<file path="src/rtl/tone_scheduler.sv">
// Melody sequencer and key/melody arbiter feeding the square-wave tone generator.
// Optional NOTE_GAP_EN: silences the tail of each melody note so repeated notes separate.
module tone_scheduler #(
    parameter int unsigned BEAT_DIV = 25000000,
    parameter int unsigned ROM_AW   = 6
) (
    input  logic              clk,
    input  logic              rst,
    input  logic              play_en,
    input  logic              key_valid,
    input  logic [21:0]       key_div,
    input  logic              vol_up,
    input  logic              vol_down,
    input  logic              mute,
    output logic [ROM_AW-1:0] rom_addr,
    input  logic [21:0]       rom_div,
    input  logic [3:0]        rom_len,
    output logic [21:0]       note_div,
    output logic [15:0]       pos_vol,
    output logic [15:0]       neg_vol,
    output logic [1:0]        src,
    output logic [2:0]        vol_level,
    output logic              beat
);

    localparam int unsigned CW       = (BEAT_DIV > 1) ? $clog2(BEAT_DIV) : 1;
    localparam int unsigned VOL_MAX  = 5;
    localparam logic [1:0]  SRC_NONE = 2'b00;
    localparam logic [1:0]  SRC_MEL  = 2'b01;
    localparam logic [1:0]  SRC_KEY  = 2'b10;

    typedef enum logic [1:0] {S_IDLE, S_FETCH, S_LOAD, S_PLAY} state_t;

    state_t            r_state;
    state_t            w_next;
    logic [CW-1:0]     r_cnt;
    logic [3:0]        r_beats_left;
    logic [21:0]       r_mel_div;
    logic [ROM_AW-1:0] r_rom_addr;
    logic [2:0]        r_vol;
    logic [21:0]       r_note_div;
    logic [15:0]       r_pos_vol;
    logic [15:0]       r_neg_vol;
    logic [1:0]        r_src;
    logic              r_beat;

    logic              w_run;
    logic              w_wrap;
    logic              w_note_end;
    logic              w_load;
    logic              w_eos;
    logic              w_gap;
    logic              w_mel_act;
    logic [1:0]        w_src;
    logic [21:0]       w_div;
    logic [15:0]       w_amp;

    function automatic logic [15:0] amp_of(input logic [2:0] lvl);
        case (lvl)
            3'd1:    amp_of = 16'h0800;
            3'd2:    amp_of = 16'h1000;
            3'd3:    amp_of = 16'h2000;
            3'd4:    amp_of = 16'h3000;
            3'd5:    amp_of = 16'h4000;
            default: amp_of = 16'h0000;
        endcase
    endfunction

    // A held key or a dropped play_en freezes every piece of melody state.
    assign w_run = play_en & ~key_valid;

    always_ff @(posedge clk) begin
        if (rst) r_state <= S_IDLE;
        else     r_state <= w_next;
    end

    // Next-state and per-cycle melody control strobes.
    always_comb begin
        w_next     = r_state;
        w_wrap     = 1'b0;
        w_note_end = 1'b0;
        w_load     = 1'b0;
        w_eos      = 1'b0;
        if (w_run) begin
            case (r_state)
                S_IDLE:  w_next = S_FETCH;
                S_FETCH: w_next = S_LOAD;
                S_LOAD: begin
                    w_next = (rom_len == 4'd0) ? S_FETCH : S_PLAY;
                    w_eos  = (rom_len == 4'd0);
                    w_load = (rom_len != 4'd0);
                end
                S_PLAY: begin
                    if (r_cnt == CW'(BEAT_DIV - 1)) begin
                        w_wrap = 1'b1;
                        if (r_beats_left == 4'd1) begin
                            w_note_end = 1'b1;
                            w_next     = S_FETCH;
                        end
                    end
                end
                default: w_next = S_IDLE;
            endcase
        end
    end

`ifdef NOTE_GAP_EN
    localparam int unsigned GAP       = BEAT_DIV / 8;
    localparam int unsigned GAP_START = (GAP > 0) ? (BEAT_DIV - 1 - GAP) : 0;
    // Output is registered, so the window opens one count early; it stays shut through FETCH/LOAD.
    always_comb begin
        w_gap = 1'b0;
        if (GAP > 0) begin
            w_gap = (r_state == S_FETCH) || (r_state == S_LOAD) ||
                    ((r_state == S_PLAY) && (r_beats_left == 4'd1) &&
                     (r_cnt >= CW'(GAP_START)));
        end
    end
`else
    assign w_gap = 1'b0;
`endif

    // Arbitration: key beats melody beats silence; silence keeps the last divider.
    always_comb begin
        w_mel_act = (r_state != S_IDLE) && play_en && (r_mel_div != 22'd0);
        w_src     = SRC_NONE;
        w_div     = r_note_div;
        w_amp     = amp_of(r_vol);
        if (key_valid) begin
            w_src = SRC_KEY;
            w_div = key_div;
        end else if (w_mel_act) begin
            w_src = SRC_MEL;
            w_div = r_mel_div;
            if (w_gap) w_amp = 16'h0000;
        end
        if ((w_src == SRC_NONE) || mute) w_amp = 16'h0000;
    end

    always_ff @(posedge clk) begin
        if (rst) begin
            r_cnt        <= '0;
            r_beats_left <= 4'd0;
            r_mel_div    <= 22'd0;
            r_rom_addr   <= '0;
            r_vol        <= 3'd3;
            r_note_div   <= 22'd0;
            r_pos_vol    <= 16'h0000;
            r_neg_vol    <= 16'h0000;
            r_src        <= SRC_NONE;
            r_beat       <= 1'b0;
        end else begin
            r_beat <= w_wrap;
            if (w_load) begin
                r_mel_div    <= rom_div;
                r_beats_left <= rom_len;
                r_cnt        <= '0;
            end
            if (w_eos) r_rom_addr <= '0;
            if (w_run && (r_state == S_PLAY)) begin
                if (w_wrap) begin
                    r_cnt        <= '0;
                    r_beats_left <= r_beats_left - 4'd1;
                    if (w_note_end) r_rom_addr <= r_rom_addr + ROM_AW'(1);
                end else begin
                    r_cnt <= r_cnt + CW'(1);
                end
            end
            case ({vol_up, vol_down})
                2'b10:   if (r_vol < 3'(VOL_MAX)) r_vol <= r_vol + 3'd1;
                2'b01:   if (r_vol > 3'd0)        r_vol <= r_vol - 3'd1;
                default: r_vol <= r_vol;
            endcase
            r_note_div <= w_div;
            r_src      <= w_src;
            r_pos_vol  <= w_amp;
            r_neg_vol  <= 16'(~w_amp + 16'd1);
        end
    end

    assign rom_addr  = r_rom_addr;
    assign note_div  = r_note_div;
    assign pos_vol   = r_pos_vol;
    assign neg_vol   = r_neg_vol;
    assign src       = r_src;
    assign vol_level = r_vol;
    assign beat      = r_beat;

endmodule

</file>
<file path="config.mk">
export PLATFORM = sky130hd
export DESIGN_NAME = tone_scheduler
export DESIGN_NICKNAME = d
export VERILOG_FILES = /design/src/rtl/tone_scheduler.sv
export SDC_FILE = /design/constraint.sdc
export NUM_CORES = 1
export LEC_CHECK = 0
export CAP_MARGIN = 20
export CORE_ASPECT_RATIO = 0.9
export CORE_MARGIN = 3
export CORE_UTILIZATION = 39
export DETAILED_ROUTE_END_ITERATION = 10
export PLACE_DENSITY = 0.78
export SYNTH_ARGS = -nofsm -noshare
export SYNTH_HDL_FRONTEND = slang
export SYNTH_SLANG_ARGS = --single-unit
</file>
<file path="constraint.sdc">
create_clock -name clk -period 2.2 [get_ports clk]
set_input_delay 0.22 -clock clk [delete_from_list [all_inputs] [get_ports clk]]
set_output_delay 0.22 -clock clk [all_outputs]
set_load 0.03 [all_outputs]
</file>
==> results.md <==
- The clock tree buffer depth is 2.
- Yosys printed 0 warnings.
- The critical path endpoint category is a register.
- Summing the sequential cell areas from Yosys gives 40.1% of the chip area.
- After the last flow step, the layout net total stands at 740.
- The worst ir drop on vdd is 486 uV.
- For this design the static power due to leakage is 0.00249 uW.
- The vias per cell is 5.27.
- Static timing analysis puts the maximum clock frequency at about 0.46 GHz.
- The worst setup path is of the reg -> reg kind.
- The congestion estimate from routability-driven global placement came to 0.812.
- The critical path's largest stage delay is 0.55 ns.
- The post-detailed-route count of antenna-violating nets is 0.
- The clock-pin slew of the registers on the worst-case setup and hold paths is approximately 0.070 ns.
- The wire length per cell after detailed routing is 14.7 um.
- Compared with the post-synthesis result, the final layout area differs by 33.5%.
- After layout, the design draws a total of 4060 uW.
- The detailed router finished its first iteration with ~330 violations.
- The headroom to the max-slew limit is 61.5%.
- The CTS tree is done.
- The worst hold path belongs to the class in -> reg.
- Setup repair after global routing could not meet its margin everywhere.
- The number of enable-type register cells in the synthesized netlist is 0.
- Setup violations remaining at the end of the flow were counted as 0.
- Clock tree synthesis selected as its root buffer the cell clkbuf_16.
- The routed design has 12,200 um of wire.
- The slowest stage of the critical path belongs to the cell or4_4.
- Walking the worst path, the cells encountered are or4_4 > o41ai_4 > a21o_2 > nand3b_1 > ha_2 > nor2_2 > mux2_4.
- The floorplan row count is 37.
- The number of CTS-inserted buffers is 9.
- The floorplan step defined a die boundary enclosing 13,500 um^2.
- The startpoint type of the worst setup path is a register.
- The measured slew at the worst slew-check pin is about 0.57 ns.
- The final number of max-transition violations was 0.
- The via count of the first global-routing pass came to 4,191.
- The top fanout value on the critical path is 5.
- In this run the power density over the cells is 641 nW/um^2.
- CTS saw 95 sinks.
- The area of the core is 11,700 um^2.
- The share of flip-flops with an asynchronous set or reset after synthesis is 0%.
- The detailed-routing iteration count for the pre-antenna-repair pass is 5.
- Summed over all nets, the half-perimeter wirelength after detailed placement is 9020 um.
- The die is 111 um tall.
- The netlist uses 60 different library cells.
- The top-level I/O count is 121.
- Among all flip-flop cells after synthesis, the most frequent one is dfxtp_1.
- The share of post-route cells with drive strength above 1 is 11.9%.
- The total routing resource utilization after global routing is 17.6%.
- The max-capacitance violation count is 0.
- After global routing the overflow that remains totals 0.
- Adding up every negative setup slack in the final design gives 0 ns.
- The required time at the endpoint of the critical path is 2.43 ns.
- The H-tree was split into 3 levels.
- The setup clock skew after layout is 0.00727 ns.
- For the worst-skew pair, the clock arrives at the later sink with an insertion delay of ~0.34 ns.
- The worst path uses 98.2% of the clock period.
- Entering global routing, the biggest net connects between 40 and 50 pins.
- The detailed router placed 4,371 vias in this run.
- The die is 122 um wide.
- At the worst endpoint, the arrival time is 2.39 ns.
- The synthesized flop and latch total is 95.
- Synthesis produced 561 cells.
- The number of antenna violations at the first check in global routing is 0.
- After clock tree synthesis, the flow added hold-fix buffers numbering 0.
- After detailed routing, the number of remaining DRC violations is 0.
- The total count of hold-check failures in the final report is 0.
- The synthesized cell area is 4740 um^2.
- Once the floorplan was initialized, standard cells occupied 40.6% of the core.
- The run finished with clean final reports.
- The number of antenna repair diodes is 0.
- A synthesized cell averages 8.45 um^2.
- After layout, the minimum clock period comes to about 2.2 ns.
- The number of port buffers is 97.
- The wire length of the first global-routing pass is 19,700 um.
## cell type report
class / count / area, um^2
Fill cell: 1044 / 5340
Multi-Input combinational cell: 420 / 2630
Sequential cell: 95 / 1910
Timing Repair Buffer: 130 / 1240
Clock buffer: 11 / 233
Tap cell: 156 / 195
Clock inverter: 5 / 81.3
Inverter: 13 / 48.8
## layer usage
layer | vias to the layer above | global-route usage (%) | part of all wire, %
met1 | 2039 | 22.9 | 46
met3 | 7 | 4.66 | 6.9
met5 | - | 0 | 0
met4 | 0 | 4.25 | 0.61
met2 | 141 | 28.9 | 47
li1 | 2184 | - | -
## synthesized netlist by cell type, drive strengths merged (12+ instances only)
cell type | number | share of area, %
nor3 | 13 | 1.4
inv | 12 | 0.95
nor4 | 12 | 1.8
a21oi | 44 | 4.6
buf | 30 | 4.6
mux2i | 24 | 5.1
nand2 | 80 | 6.3
nand3 | 18 | 1.9
ha | 16 | 4.2
a211oi | 22 | 3.7
nor2 | 46 | 3.6
clkbuf | 25 | 2.0
dfxtp | 95 | 40
## repair_timing
action | 4_1_cts | 5_1_grt
hold endpoints to repair | 0 | 0
endpoints found under the setup margin | 4 | 23
gates resized for setup | 1 | 16
pin swaps | 1 | 7
buffers inserted | 0 | 2
## critical path, delay by kind of cell, from the launching register on
| kind | cells | cell delay, ns |
|---|---|---|
| DFF | 1 | 0.33 |
| and+or+nand+nor | 3 | 0.71 |
| muxes | 1 | 0.27 |
| adders and majority gates | 1 | 0.22 |
| AOI/OAI and AO/OA | 2 | 0.53 |
## power breakdown
part	switching, uW	total [uW]	internal (uW)
clock network	651	1650	999
logic	336	602	266
registers	37.8	1810	1770
## registers in the layout (all words and copies together) (netlist names)
name and cells:
r_cnt 25, note_div 22, r_mel_div 22, rom_addr 6, neg_vol 4, pos_vol 4
r_beats_left 4, vol_level 3, r_state 2, src 2, beat 1
## layout by cell type (no fill, tap or decap), types with 3 or more instances in the layout
cell / synthesis / layout
clkdlybuf4s50_1: 0 / 96
dfxtp_1: 95 / 91
nand2_1: 80 / 80
nor2_1: 46 / 45
a21oi_1: 44 / 44
buf_4: 24 / 31
mux2i_1: 24 / 24
conb_1: 1 / 23
a211oi_1: 20 / 20
nand3_1: 18 / 16
ha_1: 16 / 15
nor3_1: 13 / 13
inv_1: 12 / 12
a31oi_1: 11 / 11
o21ai_0: 9 / 9
clkbuf_16: 0 / 9
nor4_1: 10 / 8
nand2b_1: 8 / 8
nand4_1: 7 / 7
a21o_1: 7 / 7
or2_2: 5 / 5
nor2b_1: 7 / 5
a221oi_1: 5 / 5
xnor2_1: 5 / 5
nand3b_1: 4 / 4
o211ai_1: 4 / 4
and3_1: 5 / 4
a22o_1: 4 / 4
dfxtp_2: 0 / 4
nor4_4: 0 / 3
or4_1: 3 / 3
nor3b_1: 3 / 3
a311oi_1: 3 / 3
## final timing paths
kind                                                   to  slack (ns)                 startpoint  cells after the start
worst max register to register     neg_vol[13]$_SDFF_PP0_        0.04  r_mel_div[9]$_SDFFE_PP0P_                      7
worst min-delay path               rom_addr[1]$_SDFF_PP0_        0.33                        rst                      2
worst max-delay path               neg_vol[13]$_SDFF_PP0_        0.04  r_mel_div[9]$_SDFFE_PP0P_                      7
worst min register to register  r_mel_div[9]$_SDFFE_PP0P_        0.47  r_mel_div[9]$_SDFFE_PP0P_                      2
## stage by stage
stage	instances	util (%)	hold slack (ns)	instance area, um^2	worst slack [ns]
floorplan	583	-	0.299	4830	-0.0431
global placement	812	50.8	0.453	5930	-0.00530
detailed placement	812	50.8	0.469	5930	-0.0437
CTS	828	53.6	0.308	6250	0.0135
global route	830	54.3	0.342	6330	-0.0500
finish	830	54.3	0.331	6330	0.0400
## kinds of logic (layout without fill, tap and decap cells)
family                     Yosys count  in the layout  synth area share (%)
xor gates and xnor gates             6              6                  1.11
and+or+nand+nor                    222            222                  22.9
buffers and inverters               68            159                  7.65
other                                1             23                0.0791
AOI/OAI and AO/OA                  126            126                  18.1
DFF                                 95             95                  40.1
muxes                               27             27                  5.78
adders and majority gates           16             16                  4.22
(Power assumes the default switching activity.)
